===== src/rtl/fht_but_array_bfp_pkg.sv =====
// Shared constants and permutation encoding for the block-floating-point FHT butterfly array.
package fht_but_array_bfp_pkg;

    localparam int D_BIT_DEF = 17;
    localparam int W_BIT_DEF = 12;
    localparam int S_BIT_DEF = 4;
    localparam int PIPE_LAT  = 4;

    typedef enum logic [1:0] {
        PERM_INTERLEAVE = 2'd0,
        PERM_SWAP       = 2'd1,
        PERM_LAST       = 2'd2
    } perm_mode_t;

    // Twiddles are Q(W_BIT-2): the product is renormalised by this many bits.
    function automatic int q_shift(input int w_bit);
        return w_bit - 2;
    endfunction

    function automatic perm_mode_t perm_sel(input logic st_last, input logic second_part);
        if (st_last)
            return PERM_LAST;
        else if (second_part)
            return PERM_SWAP;
        return PERM_INTERLEAVE;
    endfunction

endpackage


===== src/rtl/fht_but_array_bfp_lane.sv =====
// One radix-2 butterfly lane: operand register, product register, sum/scale/saturate register.
module fht_bfp_lane
    import fht_but_array_bfp_pkg::*;
#(
    parameter int D_BIT = D_BIT_DEF,
    parameter int W_BIT = W_BIT_DEF
) (
    input  logic                    iCLK,
    input  logic                    iRESET,
    input  logic                    i_vld,
    input  logic                    i_vld_p0,
    input  logic                    i_vld_p1,
    input  logic                    i_scale,
    input  logic signed [D_BIT-1:0] i_x0,
    input  logic signed [D_BIT-1:0] i_x1,
    input  logic signed [D_BIT-1:0] i_x2,
    input  logic signed [W_BIT-1:0] i_sin,
    input  logic signed [W_BIT-1:0] i_cos,
    output logic signed [D_BIT-1:0] o_y0,
    output logic signed [D_BIT-1:0] o_y1,
    output logic                    o_sat
);

    localparam int PW = D_BIT + W_BIT;
    localparam int SW = PW + 2;
    localparam int QS = q_shift(W_BIT);

    function automatic logic is_sat(input logic signed [SW-1:0] v);
        return !((&v[SW-1:D_BIT-1]) || !(|v[SW-1:D_BIT-1]));
    endfunction

    function automatic logic signed [D_BIT-1:0] sat_d(input logic signed [SW-1:0] v);
        if (!is_sat(v))
            return v[D_BIT-1:0];
        return v[SW-1] ? {1'b1, {(D_BIT-1){1'b0}}} : {1'b0, {(D_BIT-1){1'b1}}};
    endfunction

    logic signed [D_BIT-1:0] r_x0_p0, r_x1_p0, r_x2_p0, r_x0_p1;
    logic signed [W_BIT-1:0] r_sin_p0, r_cos_p0;
    logic signed [PW-1:0]    r_pc_p1, r_ps_p1;
    logic                    r_scale_p0, r_scale_p1;
    logic signed [D_BIT-1:0] r_y0_p2, r_y1_p2;
    logic                    r_sat_p2;
    logic signed [SW-1:0]    w_t, w_y0, w_y1;

    always_comb begin
        w_t  = (SW'(r_pc_p1) + SW'(r_ps_p1)) >>> QS;
        w_y0 = SW'(r_x0_p1) + w_t;
        w_y1 = SW'(r_x0_p1) - w_t;
        if (r_scale_p1) begin
            w_y0 = w_y0 >>> 1;
            w_y1 = w_y1 >>> 1;
        end
    end

    always_ff @(posedge iCLK or negedge iRESET) begin
        if (!iRESET) begin
            r_x0_p0    <= '0;
            r_x1_p0    <= '0;
            r_x2_p0    <= '0;
            r_sin_p0   <= '0;
            r_cos_p0   <= '0;
            r_scale_p0 <= 1'b0;
            r_x0_p1    <= '0;
            r_pc_p1    <= '0;
            r_ps_p1    <= '0;
            r_scale_p1 <= 1'b0;
            r_y0_p2    <= '0;
            r_y1_p2    <= '0;
            r_sat_p2   <= 1'b0;
        end else begin
            // stage 1: operands and twiddles
            if (i_vld) begin
                r_x0_p0    <= i_x0;
                r_x1_p0    <= i_x1;
                r_x2_p0    <= i_x2;
                r_sin_p0   <= i_sin;
                r_cos_p0   <= i_cos;
                r_scale_p0 <= i_scale;
            end
            // stage 2: full-precision products
            if (i_vld_p0) begin
                r_x0_p1    <= r_x0_p0;
                r_pc_p1    <= PW'(r_x1_p0) * PW'(r_cos_p0);
                r_ps_p1    <= PW'(r_x2_p0) * PW'(r_sin_p0);
                r_scale_p1 <= r_scale_p0;
            end
            // stage 3: sum, optional halving, saturation
            if (i_vld_p1) begin
                r_y0_p2  <= sat_d(w_y0);
                r_y1_p2  <= sat_d(w_y1);
                r_sat_p2 <= is_sat(w_y0) | is_sat(w_y1);
            end
        end
    end

    assign o_y0  = r_y0_p2;
    assign o_y1  = r_y1_p2;
    assign o_sat = r_sat_p2;

endmodule


===== src/rtl/fht_but_array_bfp.sv =====
// FHT butterfly array with block-floating-point stage scaling and output permutation.
module fht_but_array_bfp
    import fht_but_array_bfp_pkg::*;
#(
    parameter int D_BIT  = D_BIT_DEF,
    parameter int W_BIT  = W_BIT_DEF,
    parameter int N_LANE = 2,
    parameter int S_BIT  = S_BIT_DEF
) (
    input  logic                       iCLK,
    input  logic                       iRESET,
    input  logic                       iVALID,
    input  logic                       iNEW_STAGE,
    input  logic                       iST_ZERO,
    input  logic                       iST_LAST,
    input  logic                       i2ND_PART_SUBSEC,
    input  logic [3*N_LANE*D_BIT-1:0]  iX,
    input  logic [N_LANE*W_BIT-1:0]    iSIN,
    input  logic [N_LANE*W_BIT-1:0]    iCOS,
    output logic                       oVALID,
    output logic [2*N_LANE*D_BIT-1:0]  oY,
    output logic [S_BIT-1:0]           oSHIFT,
    output logic                       oOVF
);

    localparam int N_OUT = 2 * N_LANE;

    logic [PIPE_LAT-1:0]     r_vld;
    perm_mode_t              r_mode_p0, r_mode_p1, r_mode_p2;
    logic                    r_scale, r_grow, r_ovf;
    logic [S_BIT-1:0]        r_shift;
    logic signed [D_BIT-1:0] w_y0 [N_LANE];
    logic signed [D_BIT-1:0] w_y1 [N_LANE];
    logic [N_LANE-1:0]       w_sat, w_big;
    logic signed [D_BIT-1:0] w_perm [N_OUT];
    logic signed [D_BIT-1:0] r_y_p3 [N_OUT];
    logic                    w_sat_evt, w_grow_evt, w_grow_any;

    for (genvar k = 0; k < N_LANE; k++) begin : g_lane
        fht_bfp_lane #(.D_BIT(D_BIT), .W_BIT(W_BIT)) u_lane (
            .iCLK     (iCLK),
            .iRESET   (iRESET),
            .i_vld    (iVALID),
            .i_vld_p0 (r_vld[0]),
            .i_vld_p1 (r_vld[1]),
            .i_scale  (r_scale),
            .i_x0     ($signed(iX[(3*k)*D_BIT +: D_BIT])),
            .i_x1     ($signed(iX[(3*k+1)*D_BIT +: D_BIT])),
            .i_x2     ($signed(iX[(3*k+2)*D_BIT +: D_BIT])),
            .i_sin    ($signed(iSIN[k*W_BIT +: W_BIT])),
            .i_cos    ($signed(iCOS[k*W_BIT +: W_BIT])),
            .o_y0     (w_y0[k]),
            .o_y1     (w_y1[k]),
            .o_sat    (w_sat[k])
        );
        // Top two bits differing means the value no longer fits with one bit of headroom.
        assign w_big[k] = (w_y0[k][D_BIT-1] ^ w_y0[k][D_BIT-2]) |
                          (w_y1[k][D_BIT-1] ^ w_y1[k][D_BIT-2]);
    end

    for (genvar i = 0; i < N_OUT; i++) begin : g_out
        assign oY[i*D_BIT +: D_BIT] = r_y_p3[i];
    end

    assign w_sat_evt  = r_vld[2] & (|w_sat);
    assign w_grow_evt = r_vld[2] & (|w_big);
    assign w_grow_any = r_grow | w_grow_evt;

    always_comb begin
        for (int i = 0; i < N_OUT; i++)
            w_perm[i] = '0;
        for (int j = 0; j < N_LANE / 2; j++) begin
            case (r_mode_p2)
                PERM_LAST: begin
                    w_perm[4*j]   = w_y0[2*j];
                    w_perm[4*j+1] = w_y1[2*j];
                    w_perm[4*j+2] = w_y0[2*j+1];
                    w_perm[4*j+3] = w_y1[2*j+1];
                end
                PERM_SWAP: begin
                    w_perm[4*j]   = w_y0[2*j+1];
                    w_perm[4*j+1] = w_y0[2*j];
                    w_perm[4*j+2] = w_y1[2*j+1];
                    w_perm[4*j+3] = w_y1[2*j];
                end
                default: begin
                    w_perm[4*j]   = w_y0[2*j];
                    w_perm[4*j+1] = w_y0[2*j+1];
                    w_perm[4*j+2] = w_y1[2*j];
                    w_perm[4*j+3] = w_y1[2*j+1];
                end
            endcase
        end
    end

    always_ff @(posedge iCLK or negedge iRESET) begin
        if (!iRESET) begin
            r_vld     <= '0;
            r_mode_p0 <= PERM_INTERLEAVE;
            r_mode_p1 <= PERM_INTERLEAVE;
            r_mode_p2 <= PERM_INTERLEAVE;
            for (int i = 0; i < N_OUT; i++)
                r_y_p3[i] <= '0;
        end else begin
            r_vld <= {r_vld[PIPE_LAT-2:0], iVALID};
            if (iVALID)
                r_mode_p0 <= perm_sel(iST_LAST, i2ND_PART_SUBSEC);
            if (r_vld[0])
                r_mode_p1 <= r_mode_p0;
            if (r_vld[1])
                r_mode_p2 <= r_mode_p1;
            // stage 4: permutation register
            if (r_vld[2])
                for (int i = 0; i < N_OUT; i++)
                    r_y_p3[i] <= w_perm[i];
        end
    end

    // A growth event coincident with iNEW_STAGE is credited to the stage that is ending.
    always_ff @(posedge iCLK or negedge iRESET) begin
        if (!iRESET) begin
            r_scale <= 1'b0;
            r_grow  <= 1'b0;
            r_shift <= '0;
            r_ovf   <= 1'b0;
        end else if (iNEW_STAGE && iST_ZERO) begin
            r_scale <= 1'b0;
            r_grow  <= 1'b0;
            r_shift <= '0;
            r_ovf   <= 1'b0;
        end else begin
            r_ovf <= r_ovf | w_sat_evt;
            if (iNEW_STAGE) begin
                r_scale <= w_grow_any;
                r_grow  <= 1'b0;
                if (w_grow_any && (r_shift != {S_BIT{1'b1}}))
                    r_shift <= r_shift + S_BIT'(1);
            end else begin
                r_grow <= w_grow_any;
            end
        end
    end

    assign oVALID = r_vld[PIPE_LAT-1];
    assign oSHIFT = r_shift;
    assign oOVF   = r_ovf;

endmodule


===== config.mk =====
export PLATFORM = sky130hd
export DESIGN_NAME = fht_but_array_bfp
export DESIGN_NICKNAME = d
export VERILOG_FILES = /design/src/rtl/fht_but_array_bfp_pkg.sv /design/src/rtl/fht_but_array_bfp_lane.sv /design/src/rtl/fht_but_array_bfp.sv
export SDC_FILE = /design/constraint.sdc
export NUM_CORES = 2
export LEC_CHECK = 0
export CAP_MARGIN = 0
export CORE_MARGIN = 3
export CORE_UTILIZATION = 55
export DETAILED_ROUTE_END_ITERATION = 7
export HOLD_SLACK_MARGIN = 0.1
export PLACE_DENSITY = 0.8
export SETUP_SLACK_MARGIN = 0.05
export SLEW_MARGIN = 25
export SYNTH_ARGS = -nofsm -noshare
export SYNTH_HDL_FRONTEND = slang
export SYNTH_SLANG_ARGS = --single-unit

===== constraint.sdc =====
create_clock -name iCLK -period 6.55 [get_ports iCLK]
set_input_delay 0.9825 -clock iCLK [delete_from_list [all_inputs] [get_ports iCLK]]
set_output_delay 0.9825 -clock iCLK [all_outputs]
set_load 0.005 [all_outputs]

==> metrics.yaml <==
critical_path:
  critical_path.max_fanout: 18
  critPathKind: "flip-flop to flip-flop"
  cp_common_cell: "fa_1"
  r2r-end: "g_lane[0].u_lane.r_pc_p1[28]$_DFFE_PN0P_"
  rr_worst_depth: 19
  regToRegStartpoint: "g_lane[0].u_lane.r_cos_p0[10]$_DFFE_PN0P_"
  cp.required_ns: 7.04
  endpoint_kind: "flip-flop"
  critPathBufInv: 2
  r2r_setup_slack_ns: 0.33
  crit_family: "adder cells"
  crit_path_start_kind: "flip-flop"
  worst_ep_arrival_time_ns: 6.72
  critPathLaunch: "g_lane[0].u_lane.r_cos_p0[10]$_DFFE_PN0P_"
  crit_chain: "and2_1, fa_1, fa_1, fa_1, fa_1, inv_1, fa_1, inv_1, ha_1, and3_1, a221o_1, a21o_1, a22o_1, a21o_1, o41a_1, a211o_1, a21oi_2, xnor2_1, a21oi_1"
  crit_slowest_cell: "dfrtp_1"
  slowest_delay_ns: 0.73
sta:
  post-route-period-util: 0.950
  slew_violations: 0
  tightest_slew_ns: 1.03
  fmax_mhz: 161
  fin_crit_ns: 6.22
  fin_worst_skew_ns: 0.0436
  slew_headroom: 0.313
  rsz0062_at_grt: "false"
  finalSetupViolCount: 0
  hold_violations: 0
  fin_tns_setup_ns: 0
  setup_slack_ns: 0.327
routing:
  routed_wl_mm: 132
  vias: 38912
  dr.pass1.iters: 6
  wire_per_inst_um: 19.0
  drt_iter0_drc: 2948
  drtAntennaViolNets: 0
  vias_per_cell: 5.61
  drc_errors: 0
floorplan:
  rows: 113
  die-area_um2: 101000
  start_util: 0.558
  core_um2: 95600
  io_pins: 231
  die_h_um: 317
  die_w_um: 317
clock_network:
  clk_pin_slew_ns: 0.06
  clock-root-buffer: "clkbuf_16"
  clock_path_buffers: 3
  ctsHtreeMaxLevel: 2
  cts_setup_buffers: 0
  cts_sinks: 457
  numCtsBuffers: 54
  cts_tree: "built"
  clock_latency_ns: 0.67
grt:
  grt_max_degree: 128
  grt_pass1_vias: 40821
  overflow: 0
  grt_antenna_before_repair: 2
  grt_pass1_wl_mm: 215
  grt_usage: 0.269
placement:
  place_congestion: 0.920
  preCtsSetupSlack_ns: 0.223
  hpwlAfterDp_mm: 105
  port-buffer-count: 230
  placed_area_um2: 56700
synth:
  synthCells: 5554
  synth_edf_count: 0
  synth_seq_cells: 457
  postSynthAreaPerCell_um2: 9.60
  async_flop_share: 1.00
  synth-simple-area-share: 0.119
  synth_area_um2: 53300
  synth_top_family_by_area: "adder cells"
  ys.flop_type: "dfrtp_1"
  synth-compound-area-share: 0.0949
  synthXorXnorAreaFrac: 0.0376
  yosysWarnings: 0
  synth.area.mux_share: 0.0674
  synth_adder_area_share: 0.377
  syn_nets: 6862
  ys_seq_area_frac: 0.215
  synth_cell_type_count: 91
final_layout:
  final_common_cell: "inv_1"
  layout_common_cells: "inv_1, fa_1, nand2_1"
  layout-drive-gt1-share: 0.0943
  design_area_um2: 58700
  area_growth_pct: 10.2
  nFillCells: 7906
  nets: 6939
hold_path:
  hp-class: "input port to async pin"
run_status:
  status: "finished clean"
flow_run:
  max-cap-violations: 0
==> worst reg2reg max path: cells and delay by family, from the launching register on <==
kind                       cells  cell delay [ns]
and+or+nand+nor                2             0.50
AOI/OAI and AO/OA              8             1.93
buffers and inverters          2             0.09
xor gates and xnor gates       1             0.12
DFF                            1             0.73
adders and majority gates      6             2.69
==> cell families (layout without fill, tap and decap cells) <==
logic type	count (synthesis)	in the layout
AOI/OAI and AO/OA	743	743
xor gates and xnor gates	229	229
adders and majority gates	1151	1151
buffers and inverters	1268	1388
DFF	457	457
muxes	321	321
other	0	3
and+or+nand+nor	1385	1385
==> per-stage QoR <==
stage          hold WS (ns)  cells  utilization
4_1_cts               0.375   6939        0.614
5_1_grt               0.426   6939        0.614
3_3_place_gp          0.469   6840        0.593
3_5_place_dp          0.475   6840        0.593
2_1_floorplan         0.352   5554            -
6_report              0.377   6942        0.614
==> layout make-up <==
| class | instances | area (um2) | area share |
|---|---|---|---|
| diodes | 3 | 7.51 | 0.000128 |
| clock buffers | 64 | 1440 | 0.0245 |
| well taps | 1265 | 1580 | 0.0270 |
| multi-input cells | 3829 | 37100 | 0.632 |
| clock inverters | 35 | 557 | 0.00948 |
| repair buffers | 298 | 2860 | 0.0487 |
| flip-flops and latches | 457 | 11500 | 0.195 |
| inverters | 991 | 3720 | 0.0634 |
==> sequential cells by signal, summed over array words and instances, names as in the netlist, 4 cells and up <==
register	cells
g_lane.u_lane.r_cos_p0	24
g_lane.u_lane.r_x2_p0	34
g_lane.u_lane.r_x1_p0	34
oSHIFT	4
g_lane.u_lane.r_x0_p0	34
g_lane.u_lane.o_y0	34
r_vld	4
g_lane.u_lane.r_x0_p1	34
g_lane.u_lane.o_y1	34
oY	68
g_lane.u_lane.r_pc_p1	58
g_lane.u_lane.r_ps_p1	58
g_lane.u_lane.r_sin_p0	24
==> cells in the mapped netlist, types with 13 or more instances <==
cell type | number | area [um2]
mux2_2 | 301 | 3390
xnor2_1 | 170 | 1490
nor2_1 | 284 | 1070
clkbuf_1 | 247 | 927
nor3_1 | 41 | 205
a21o_1 | 51 | 383
a221oi_1 | 20 | 175
a211oi_1 | 32 | 240
dfrtp_1 | 457 | 11400
nand3_1 | 29 | 145
ha_1 | 395 | 4940
a22oi_1 | 53 | 398
o21a_1 | 28 | 210
nand2_1 | 631 | 2370
xor2_1 | 59 | 517
nand2b_1 | 43 | 269
and2_1 | 249 | 1560
fa_1 | 756 | 15100
o31ai_1 | 17 | 128
buf_1 | 13 | 48.8
o22ai_1 | 23 | 144
nor2b_1 | 34 | 213
buf_2 | 13 | 65.1
a21oi_1 | 207 | 1040
a31oi_1 | 16 | 100
inv_1 | 990 | 3720
and3_1 | 14 | 87.6
mux2i_1 | 20 | 200
o22a_1 | 27 | 236
o21bai_1 | 24 | 180
o21ai_0 | 120 | 601
nand4_1 | 16 | 100
==> worst max path at each step <==
stage / to / slack, ns / depth (start not counted)
6_report: g_lane[0].u_lane.r_pc_p1[28]$_DFFE_PN0P_ / 0.33 / 19
4_1_cts: g_lane[0].u_lane.r_pc_p1[25]$_DFFE_PN0P_ / 0.20 / 22
3_3_place_gp: g_lane[0].u_lane.r_pc_p1[28]$_DFFE_PN0P_ / 0.44 / 22
5_1_grt: g_lane[0].u_lane.r_pc_p1[25]$_DFFE_PN0P_ / 0.06 / 22
3_5_place_dp: g_lane[0].u_lane.r_pc_p1[25]$_DFFE_PN0P_ / 0.22 / 22
2_1_floorplan: g_lane[0].u_lane.r_pc_p1[26]$_DFFE_PN0P_ / 0.42 / 23
==> per-layer routing <==
| metal | global-route usage | vias to the layer above | share of wire |
|---|---|---|---|
| met1 | 0.356 | 19471 | 0.41 |
| met4 | 0.105 | 0 | 0.044 |
| met2 | 0.449 | 1381 | 0.48 |
| met3 | 0.0392 | 335 | 0.063 |
| li1 | - | 17725 | - |
| met5 | 0 | - | 0 |
==> what timing repair did <==
action                                 in CTS  in global routing
setup endpoints to repair                   0                 25
endpoints found under the hold margin       0                  0
hold buffers                                0                  0
resized for setup                           0                 17
Power is not shown: default switching activity piles up to over one toggle a cycle in this logic, so the estimate is an artifact.
